## config.mk

```make
export PLATFORM = sky130hd
export DESIGN_NAME = irq_dispatch_flat
export DESIGN_NICKNAME = d
export VERILOG_FILES = /design/src/rtl/irq_dispatch_if.sv /design/src/rtl/irq_dispatch.sv /design/src/flat_wrapper.sv
export SDC_FILE = /design/constraint.sdc
export NUM_CORES = 1
export LEC_CHECK = 0
export BUFFER_PORTS_ARGS = -buffer_cell sky130_fd_sc_hd__buf_2
export CAP_MARGIN = 10
export CORE_MARGIN = 1.5
export CORE_UTILIZATION = 46
export DETAILED_ROUTE_END_ITERATION = 16
export GPL_TIMING_DRIVEN = 0
export PLACE_DENSITY = 0.81
export SLEW_MARGIN = 20
export SYNTH_ARGS = -nofsm -noshare
export SYNTH_HDL_FRONTEND = slang
export SYNTH_SLANG_ARGS = --single-unit
```

## constraint.sdc

```tcl
create_clock -name clk -period 3.44 [get_ports clk]
set_clock_uncertainty 0.05 [all_clocks]
set_input_delay 0.172 -clock clk [delete_from_list [all_inputs] [get_ports clk]]
set_output_delay 0.172 -clock clk [all_outputs]
set_load 0.1 [all_outputs]
```

## src/rtl/irq_dispatch_if.sv

```systemverilog
// Bundle between the priority encoder / core and the interrupt dispatcher.
// The slave modport is the dispatcher; the master modport is its environment.
interface irq_dispatch_if #(
   parameter int unsigned NUM_VECTORS = 4,
   parameter int unsigned PC_WIDTH    = 16
);
   localparam int unsigned NVL2 = (NUM_VECTORS > 1) ? $clog2(NUM_VECTORS) : 1;

   logic                   iflag;
   logic [NVL2-1:0]        ivect;
   logic                   gie;
   logic                   insn_boundary;
   logic                   irq_ack;
   logic                   reti;
   logic                   irq_req;
   logic [PC_WIDTH-1:0]    irq_addr;
   logic [NUM_VECTORS-1:0] irq_clear;
   logic                   in_service;
   logic [NVL2-1:0]        active_vect;

   modport slave (
      input  iflag, ivect, gie, insn_boundary, irq_ack, reti,
      output irq_req, irq_addr, irq_clear, in_service, active_vect
   );

   modport master (
      output iflag, ivect, gie, insn_boundary, irq_ack, reti,
      input  irq_req, irq_addr, irq_clear, in_service, active_vect
   );
endinterface

```

## src/rtl/irq_dispatch.sv

```systemverilog
// Interrupt sequencer: qualifies encoder requests with SREG I and instruction
// boundaries, handshakes with the core, pulses the source clear, blocks nesting.
module irq_dispatch #(
   parameter int unsigned          NUM_VECTORS = 4,
   parameter int unsigned          PC_WIDTH    = 16,
   parameter logic [PC_WIDTH-1:0]  VEC_BASE    = 16'h0002,
   parameter int unsigned          VEC_STRIDE  = 2
) (
   input logic           clk,
   input logic           rst,
   irq_dispatch_if.slave bus
);
   localparam int unsigned NVL2 = (NUM_VECTORS > 1) ? $clog2(NUM_VECTORS) : 1;

   typedef enum logic [1:0] {
      StIdle,
      StReq,
      StService
   } state_e;

   state_e                 r_state, w_state_next;
   logic                   r_irq_req, w_irq_req_next;
   logic [PC_WIDTH-1:0]    r_irq_addr, w_irq_addr_next;
   logic [NUM_VECTORS-1:0] r_irq_clear, w_irq_clear_next;
   logic                   r_in_service, w_in_service_next;
   logic [NVL2-1:0]        r_active_vect, w_active_vect_next;
   logic [PC_WIDTH-1:0]    w_vec_addr;
   logic                   w_qualified;

   assign w_qualified = bus.iflag & bus.gie & bus.insn_boundary;
   // Modulo-2^PC_WIDTH arithmetic: vector table wraps rather than saturating.
   assign w_vec_addr  = VEC_BASE + (PC_WIDTH'(bus.ivect) * PC_WIDTH'(VEC_STRIDE));

   always_comb begin
      w_state_next       = r_state;
      w_irq_req_next     = r_irq_req;
      w_irq_addr_next    = r_irq_addr;
      w_irq_clear_next   = '0;
      w_in_service_next  = r_in_service;
      w_active_vect_next = r_active_vect;
      unique case (r_state)
         StIdle: begin
            if (w_qualified) begin
               w_state_next       = StReq;
               w_irq_req_next     = 1'b1;
               w_irq_addr_next    = w_vec_addr;
               w_active_vect_next = bus.ivect;
            end
         end
         StReq: begin
            // Ack takes precedence over a simultaneous drop of I.
            if (bus.irq_ack) begin
               w_state_next      = StService;
               w_irq_req_next    = 1'b0;
               w_in_service_next = 1'b1;
               w_irq_clear_next  = NUM_VECTORS'(1) << r_active_vect;
            end else if (!bus.gie) begin
               w_state_next   = StIdle;
               w_irq_req_next = 1'b0;
            end
         end
         StService: begin
            if (bus.reti) begin
               w_state_next      = StIdle;
               w_in_service_next = 1'b0;
            end
         end
         default: begin
            w_state_next      = StIdle;
            w_irq_req_next    = 1'b0;
            w_in_service_next = 1'b0;
         end
      endcase
   end

   always_ff @(posedge clk or posedge rst) begin
      if (rst) begin
         r_state       <= StIdle;
         r_irq_req     <= 1'b0;
         r_irq_addr    <= '0;
         r_irq_clear   <= '0;
         r_in_service  <= 1'b0;
         r_active_vect <= '0;
      end else begin
         r_state       <= w_state_next;
         r_irq_req     <= w_irq_req_next;
         r_irq_addr    <= w_irq_addr_next;
         r_irq_clear   <= w_irq_clear_next;
         r_in_service  <= w_in_service_next;
         r_active_vect <= w_active_vect_next;
      end
   end

   assign bus.irq_req     = r_irq_req;
   assign bus.irq_addr    = r_irq_addr;
   assign bus.irq_clear   = r_irq_clear;
   assign bus.in_service  = r_in_service;
   assign bus.active_vect = r_active_vect;
endmodule

```

## src/flat_wrapper.sv

```systemverilog
// flat-port wrapper written by rule: the top's interface ports become plain ports
module irq_dispatch_flat 
#(
   parameter int unsigned          NUM_VECTORS = 4,
   parameter int unsigned          PC_WIDTH    = 16,
   parameter logic [PC_WIDTH-1:0]  VEC_BASE    = 16'h0002,
   parameter int unsigned          VEC_STRIDE  = 2
)
  (clk, rst, bus_iflag, bus_ivect, bus_gie, bus_insn_boundary, bus_irq_ack, bus_reti, bus_irq_req, bus_irq_addr, bus_irq_clear, bus_in_service, bus_active_vect);
  irq_dispatch_if #(.NUM_VECTORS(NUM_VECTORS), .PC_WIDTH(PC_WIDTH)) bus_i ();
  input logic clk;
  input logic rst;
  input wire logic [$bits(bus_i.iflag)-1:0] bus_iflag;
  input wire logic [$bits(bus_i.ivect)-1:0] bus_ivect;
  input wire logic [$bits(bus_i.gie)-1:0] bus_gie;
  input wire logic [$bits(bus_i.insn_boundary)-1:0] bus_insn_boundary;
  input wire logic [$bits(bus_i.irq_ack)-1:0] bus_irq_ack;
  input wire logic [$bits(bus_i.reti)-1:0] bus_reti;
  output wire logic [$bits(bus_i.irq_req)-1:0] bus_irq_req;
  output wire logic [$bits(bus_i.irq_addr)-1:0] bus_irq_addr;
  output wire logic [$bits(bus_i.irq_clear)-1:0] bus_irq_clear;
  output wire logic [$bits(bus_i.in_service)-1:0] bus_in_service;
  output wire logic [$bits(bus_i.active_vect)-1:0] bus_active_vect;
  assign bus_i.iflag = bus_iflag;
  assign bus_i.ivect = bus_ivect;
  assign bus_i.gie = bus_gie;
  assign bus_i.insn_boundary = bus_insn_boundary;
  assign bus_i.irq_ack = bus_irq_ack;
  assign bus_i.reti = bus_reti;
  assign bus_irq_req = bus_i.irq_req;
  assign bus_irq_addr = bus_i.irq_addr;
  assign bus_irq_clear = bus_i.irq_clear;
  assign bus_in_service = bus_i.in_service;
  assign bus_active_vect = bus_i.active_vect;
  irq_dispatch #(.NUM_VECTORS(NUM_VECTORS), .PC_WIDTH(PC_WIDTH), .VEC_BASE(VEC_BASE), .VEC_STRIDE(VEC_STRIDE)) u_core (.clk(clk), .rst(rst), .bus(bus_i));
endmodule
```

==> impl_metrics.env, run 1 <==
export IMPL_status="complete, no violations"
export IMPL_numClockSinks=13
export IMPL_cts_resized=0
export IMPL_finalCritPeriodShare_pct=39.70
export IMPL_grt_pass1_wl_um=1690
export IMPL_holdCritPathClass="in -> reg"
export IMPL_worstPathRequired_ns=3.22
export IMPL_fp_dieW_um=40.14
export IMPL_grtUsageTotal_pct=16.30
export IMPL_drt_wl_total_um=984
export IMPL_worstPathMaxFanout=6
export IMPL_hpwlAfterDp_um=782.6
export IMPL_vdd_drop_max_mv=0.4545
export IMPL_io_buffers=19
export IMPL_areaGrowthSynthToFinish_pct=30.77
export IMPL_start_util_pct=49.37
export IMPL_yosys_register_bits=13
export IMPL_maxSlewViolCount=0
export IMPL_grt_max_degree=14
export IMPL_antenna_found_initial=0
export IMPL_critPathTopFamily="buffers and inverters"
export IMPL_timing_rr_start="u_core.r_state[0]$_DFFE_PP0P_"
export IMPL_most_common_layout_cells="buf_2 (19), buf_4 (13), conb_1 (13), dfrtp_1 (13)"
export IMPL_num_io_pins=33
export IMPL_dieArea_sq_um=1611
export IMPL_final_common_cell="buf_2"
export IMPL_num_fill_cells=118
export IMPL_hold_viol=0
export IMPL_post_route_min_period_ns=1.366
export IMPL_yosys_warnings=0
export IMPL_die_y_um=40.14
export IMPL_end_kind="output pin"
export IMPL_cap_viol_max_count=0
export IMPL_synth_cell_types=19
export IMPL_grt_pass1_vias=417
export IMPL_nNetsFinal=102
export IMPL_htree_levels=1
export IMPL_grt_setup_unrepaired="false"
export IMPL_drt_vias_per_instance=4.302
export IMPL_drcViolationCount=0
export IMPL_route_vias_total=456
export IMPL_cts_root_buf="clkbuf_4"
export IMPL_syn_area_sq_um=634.4
export IMPL_cts_tree="done"
export IMPL_p_per_area_nw_per_um2=729.9
export IMPL_clock_latency_ns=0.27
export IMPL_path_buf_inv=1
export IMPL_clk_path_buf_depth=2
export IMPL_netlist_instances=55
export IMPL_antenna_left=0
export IMPL_grt_overflow_total=0
export IMPL_worstSetupPathType="reg -> out"
export IMPL_synth_edff_count=0
export IMPL_routabilityCongestion=0.7488
export IMPL_drt_iter0_drc=1
export IMPL_diodes=0
export IMPL_synth_top_flop_cell="dfrtp_1"
export IMPL_hp_start="bus_ivect[0]"
export IMPL_cp_start_kind="register"
export IMPL_hold_slack_ns=0.06379
export IMPL_synth_avg_cell_area_sq_um=11.53
export IMPL_clk_transition_reported_paths_ns=0.07
export IMPL_path_cells="buf_2"
export IMPL_setup_tns_ns=0
export IMPL_cts_buffers=3
export IMPL_route_detailed_wl_per_inst_um=9.283
export IMPL_max_freq_ghz=0.7323
export IMPL_yosysSeqAreaShare_pct=51.28
export IMPL_arrival_ns=1.14
export IMPL_coreArea_sq_um=1285
export IMPL_dr_pass1_iters=2
export IMPL_cpPeakStageDelay_ns=0.45
export IMPL_p_leak_uw=0.0004708
export IMPL_async_reset_ff_share_pct=100.0
export IMPL_setup_viol=0
export IMPL_cp_startpoint="u_core.bus.active_vect[1]$_DFFE_PP0P_"
export IMPL_rows=13
export IMPL_layout_drive_gt1_share_pct=46.15
export IMPL_worst_path_max_delay_cell="buf_2"
==> cells by family after synthesis <==
group	after synthesis	synth area share, %
AND/OR/NAND/NOR	15	15.98
buffers and inverters	16	17.16
other	1	0.5911
adder cells (fa/ha/maj)	1	1.972
multiplexers	5	8.678
flip-flops	13	51.28
AO/OA/AOI/OAI	4	4.340
==> routing by layer <==
metal | vias to the layer above | track usage, % | share of wire [%]
li1 | 231 | - | -
met1 | 204 | 17.54 | 42
met2 | 21 | 27.42 | 50
met3 | 0 | 8.889 | 8.4
met4 | 0 | 4.310 | 0
met5 | - | 0 | 0
==> what timing repair did <==
| item | CTS | global route |
|---|---|---|
| endpoints found under the hold margin | 13 | 0 |
| buffers inserted | 0 | 0 |
| hold buffers | 1 | 0 |
==> cell usage after synthesis, types with 2 or more instances <==
| cell | number | area share (%) |
|---|---|---|
| buf_4 | 13 | 15 |
| dfrtp_1 | 13 | 51 |
| inv_1 | 3 | 1.8 |
| mux2_2 | 4 | 7.1 |
| nand2_1 | 4 | 2.4 |
| nand3b_1 | 2 | 2.4 |
| nor2_1 | 2 | 1.2 |
| nor3b_1 | 2 | 2.4 |
| o21ai_0 | 2 | 1.6 |
==> final timing paths <==
kind	endpoint	slack, ns	cells after the start
worst max-delay path	bus_active_vect[1]	2.07	1
worst min-delay path	u_core.bus.irq_addr[1]$_DFFE_PP0P_	0.06	2
worst max register to register	u_core.bus.active_vect[0]$_DFFE_PP0P_	2.11	2
worst min register to register	u_core.bus.in_service$_DFFE_PP0P_	0.43	2
max in group asynchronous	u_core.bus.irq_addr[2]$_DFFE_PP0P_	2.62	3
min in group asynchronous	u_core.bus.in_service$_DFFE_PP0P_	0.40	3
==> report_power, final <==
group | total, uW | switching [uW] | internal, uW
sequential | 197 | 19.8 | 178
combinational | 317 | 266 | 51.6
clock | 90.9 | 46.0 | 44.9
==> state kept, by name, summed over array words and instances, names as in the netlist <==
| name | cells |
|---|---|
| u_core.bus.active_vect | 2 |
| u_core.bus.in_service | 1 |
| u_core.bus.irq_clear | 4 |
| u_core.bus.irq_addr | 3 |
| u_core.r_state | 2 |
| u_core.bus.irq_req | 1 |
==> final cells by class <==
cell class | count | area (sq um) | share of cell area [%]
flip-flops and latches | 13 | 325.3 | 39.22
multi-input cells | 38 | 245.2 | 29.56
repair buffers | 20 | 105.1 | 12.67
plain buffers | 13 | 97.59 | 11.76
clock buffers | 4 | 26.28 | 3.167
well taps | 15 | 18.77 | 2.262
inverters | 3 | 11.26 | 1.357
==> through the flow <==
step                      setup WS [ns]  cell area, sq um  total power, uW  cells  util, %
final                             2.074             829.5            605.5    106    64.56
after global routing              1.999             829.5            637.7    106    64.56
after CTS                         2.057             829.5            611.4    106    64.56
after detailed placement          2.100             793.3            518.0    101    61.73
after global placement            2.121             793.3            514.0    101    61.73
after floorplan                   2.033             679.4            477.6     67        -
Note: power is estimated with default switching activity, not from simulation.
==> run 2: changes to the inputs <==
--- a/config.mk
+++ b/config.mk
@@ -8,10 +8,10 @@
 export BUFFER_PORTS_ARGS = -buffer_cell sky130_fd_sc_hd__buf_2
 export CAP_MARGIN = 10
 export CORE_MARGIN = 1.5
-export CORE_UTILIZATION = 46
+export CORE_UTILIZATION = 38
 export DETAILED_ROUTE_END_ITERATION = 16
 export GPL_TIMING_DRIVEN = 0
-export PLACE_DENSITY = 0.81
+export PLACE_DENSITY = 0.72
 export SLEW_MARGIN = 20
 export SYNTH_ARGS = -nofsm -noshare
 export SYNTH_HDL_FRONTEND = slang
==> constraint.sdc (replaced) <==
create_clock -name clk -period 1.15 [get_ports clk]
set_clock_uncertainty 0.05 [all_clocks]
set_input_delay 0.0575 -clock clk [delete_from_list [all_inputs] [get_ports clk]]
set_output_delay 0.0575 -clock clk [all_outputs]
set_load 0.1 [all_outputs]
==> impl_metrics.env, run 2 (synthesized netlist as in run 1, its figures left out) <==
export IMPL_status="complete, but fails checks"
export IMPL_violations="negative setup slack"
export IMPL_dp_cells=102
export IMPL_r2r_end="u_core.bus.irq_addr[3]$_DFFE_PP0P_"
export IMPL_worstPathMaxFanout=7
export IMPL_drcViolationCount=0
export IMPL_diodes=0
export IMPL_route_detailed_wl_per_inst_um=10.57
export IMPL_end_kind="register"
export IMPL_num_fill_cells=128
export IMPL_cts_tree="done"
export IMPL_drt_iter0_drc=2
export IMPL_vdd_drop_max_mv=1.006
export IMPL_final_util_pct=63.23
export IMPL_grt_overflow_total=0
export IMPL_arrival_ns=1.35
export IMPL_coreArea_sq_um=1541
export IMPL_setup_ws_ns=-0.09710
export IMPL_setup_viol=5
export IMPL_holdCritPathClass="in -> reg"
export IMPL_rows=14
export IMPL_largest_register_ffs=4
export IMPL_hold_path_depth=3
export IMPL_dieArea_sq_um=1923
export IMPL_grt_pass1_wl_um=1918
export IMPL_fp_dieW_um=43.86
export IMPL_hp_start="bus_gie"
export IMPL_drt_wl_total_um=1226
export IMPL_die_y_um=43.86
export IMPL_final_area_sq_um=974.7
export IMPL_rr_worst_depth=3
export IMPL_ff2ff_setup_slack_ns=-0.1
export IMPL_antenna_found_initial=0
export IMPL_hold_viol=0
export IMPL_worstPathRequired_ns=1.25
export IMPL_max_freq_ghz=0.8019
export IMPL_layout_drive_gt1_share_pct=59.00
export IMPL_final_common_cell="buf_4"
export IMPL_io_buffers=19
export IMPL_grt_max_degree=14
export IMPL_finalCritPeriodShare_pct=108.4
export IMPL_areaGrowthSynthToFinish_pct=53.65
export IMPL_wl_met3_um=77
export IMPL_finalNonFillerCells=116
export IMPL_num_io_pins=33
export IMPL_timing_rr_start="u_core.r_state[0]$_DFFE_PP0P_"
export IMPL_numClockSinks=13
export IMPL_grt_setup_unrepaired="true"
export IMPL_clk_transition_reported_paths_ns=0.08
export IMPL_placed_area_sq_um=818.3
export IMPL_dr_max_layer_used="met3"
export IMPL_maxSlewViolCount=0
export IMPL_antenna_left=0
export IMPL_htree_levels=1
export IMPL_grt_pass1_vias=454
export IMPL_p_leak_uw=0.0005237
export IMPL_routabilityCongestion=0.7281
export IMPL_cts_root_buf="clkbuf_4"
export IMPL_wl_met1_um=465
export IMPL_min_to="u_core.bus.irq_req$_DFFE_PP0P_"
export IMPL_cap_viol_max_count=0
export IMPL_clock_latency_ns=0.27
export IMPL_nNetsFinal=111
export IMPL_most_common_layout_cells="buf_4 (24), conb_1 (13), buf_2 (10)"
export IMPL_p_per_area_nw_per_um2=1989
export IMPL_cp_start_kind="register"
export IMPL_cts_buffers=3
export IMPL_met2_length_um=683
export IMPL_dr_pass1_iters=4
export IMPL_grtUsageTotal_pct=13.73
export IMPL_drt_vias_per_instance=4.233
export IMPL_start_util_pct=41.15
export IMPL_post_route_min_period_ns=1.247
export IMPL_route_vias_total=491
export IMPL_clk_path_buf_depth=2
export IMPL_worstSetupPathType="reg -> reg"
export IMPL_hpwlAfterDp_um=852.5
==> run 2: worst max-delay path, stage by stage (launching register included) <==
cell     delay (ns)
dfrtp_1        0.48
nor3_4         0.15
buf_6          0.15
mux2_4         0.30
==> run 2: through the flow <==
stage / setup slack, ns / hold WS (ns) / power (uW) / setup TNS (ns)
2_1_floorplan: -0.09120 / -0.1160 / 1466 / -0.3648
3_3_place_gp: -0.1652 / 0.04151 / 1576 / -0.6571
3_5_place_dp: -0.1863 / 0.04788 / 1588 / -0.7450
4_1_cts: -0.1079 / 0.04968 / 1936 / -0.4247
5_1_grt: -0.1322 / 0.08023 / 2014 / -0.6305
6_report: -0.09710 / 0.05321 / 1939 / -0.3699
==> run 2: layout make-up <==
| class | instances | area, sq um | area share [%] |
|---|---|---|---|
| Tap cell | 16 | 20.02 | 2.054 |
| Inverter | 3 | 11.26 | 1.155 |
| Multi-Input combinational cell | 38 | 275.3 | 28.24 |
| Sequential cell | 13 | 335.3 | 34.40 |
| Clock buffer | 4 | 26.28 | 2.696 |
| Timing Repair Buffer | 29 | 209.0 | 21.44 |
| Buffer | 13 | 97.59 | 10.01 |
==> run 2: how the worst max path moves through the flow <==
stage	start	endpoint	slack [ns]
2_1_floorplan	u_core.r_state[1]$_DFFE_PP0P_	u_core.bus.active_vect[0]$_DFFE_PP0P_	-0.09
3_3_place_gp	u_core.r_state[1]$_DFFE_PP0P_	u_core.bus.irq_addr[3]$_DFFE_PP0P_	-0.17
3_5_place_dp	u_core.r_state[1]$_DFFE_PP0P_	u_core.bus.irq_addr[3]$_DFFE_PP0P_	-0.19
4_1_cts	u_core.r_state[1]$_DFFE_PP0P_	u_core.bus.irq_addr[3]$_DFFE_PP0P_	-0.11
5_1_grt	u_core.r_state[1]$_DFFE_PP0P_	u_core.bus.irq_addr[3]$_DFFE_PP0P_	-0.13
6_report	u_core.r_state[0]$_DFFE_PP0P_	u_core.bus.irq_addr[3]$_DFFE_PP0P_	-0.1
==> run 2: routing by layer <==
| layer | up-vias | track usage, % |
|---|---|---|
| met3 | 0 | 3.750 |
| met4 | 0 | 5.455 |
| met2 | 17 | 23.82 |
| met5 | - | 0 |
| met1 | 227 | 15.87 |
| li1 | 247 | - |
==> run 2: repair_timing <==
action                     4_1_cts  5_1_grt
hold buffers                     5        0
hold endpoints to repair        16        0
setup endpoints to repair       13       11
resized for setup               10        5
pin swaps                        1        2
setup buffers                    3        2
==> run 2: power by group <==
part | internal, uW | switching [uW] | leakage [uW]
clock | 134 | 140 | 0.0000150
sequential | 544 | 66.8 | 0.000156
combinational | 243 | 810 | 0.000352
total | 921 | 1020 | 0.000524
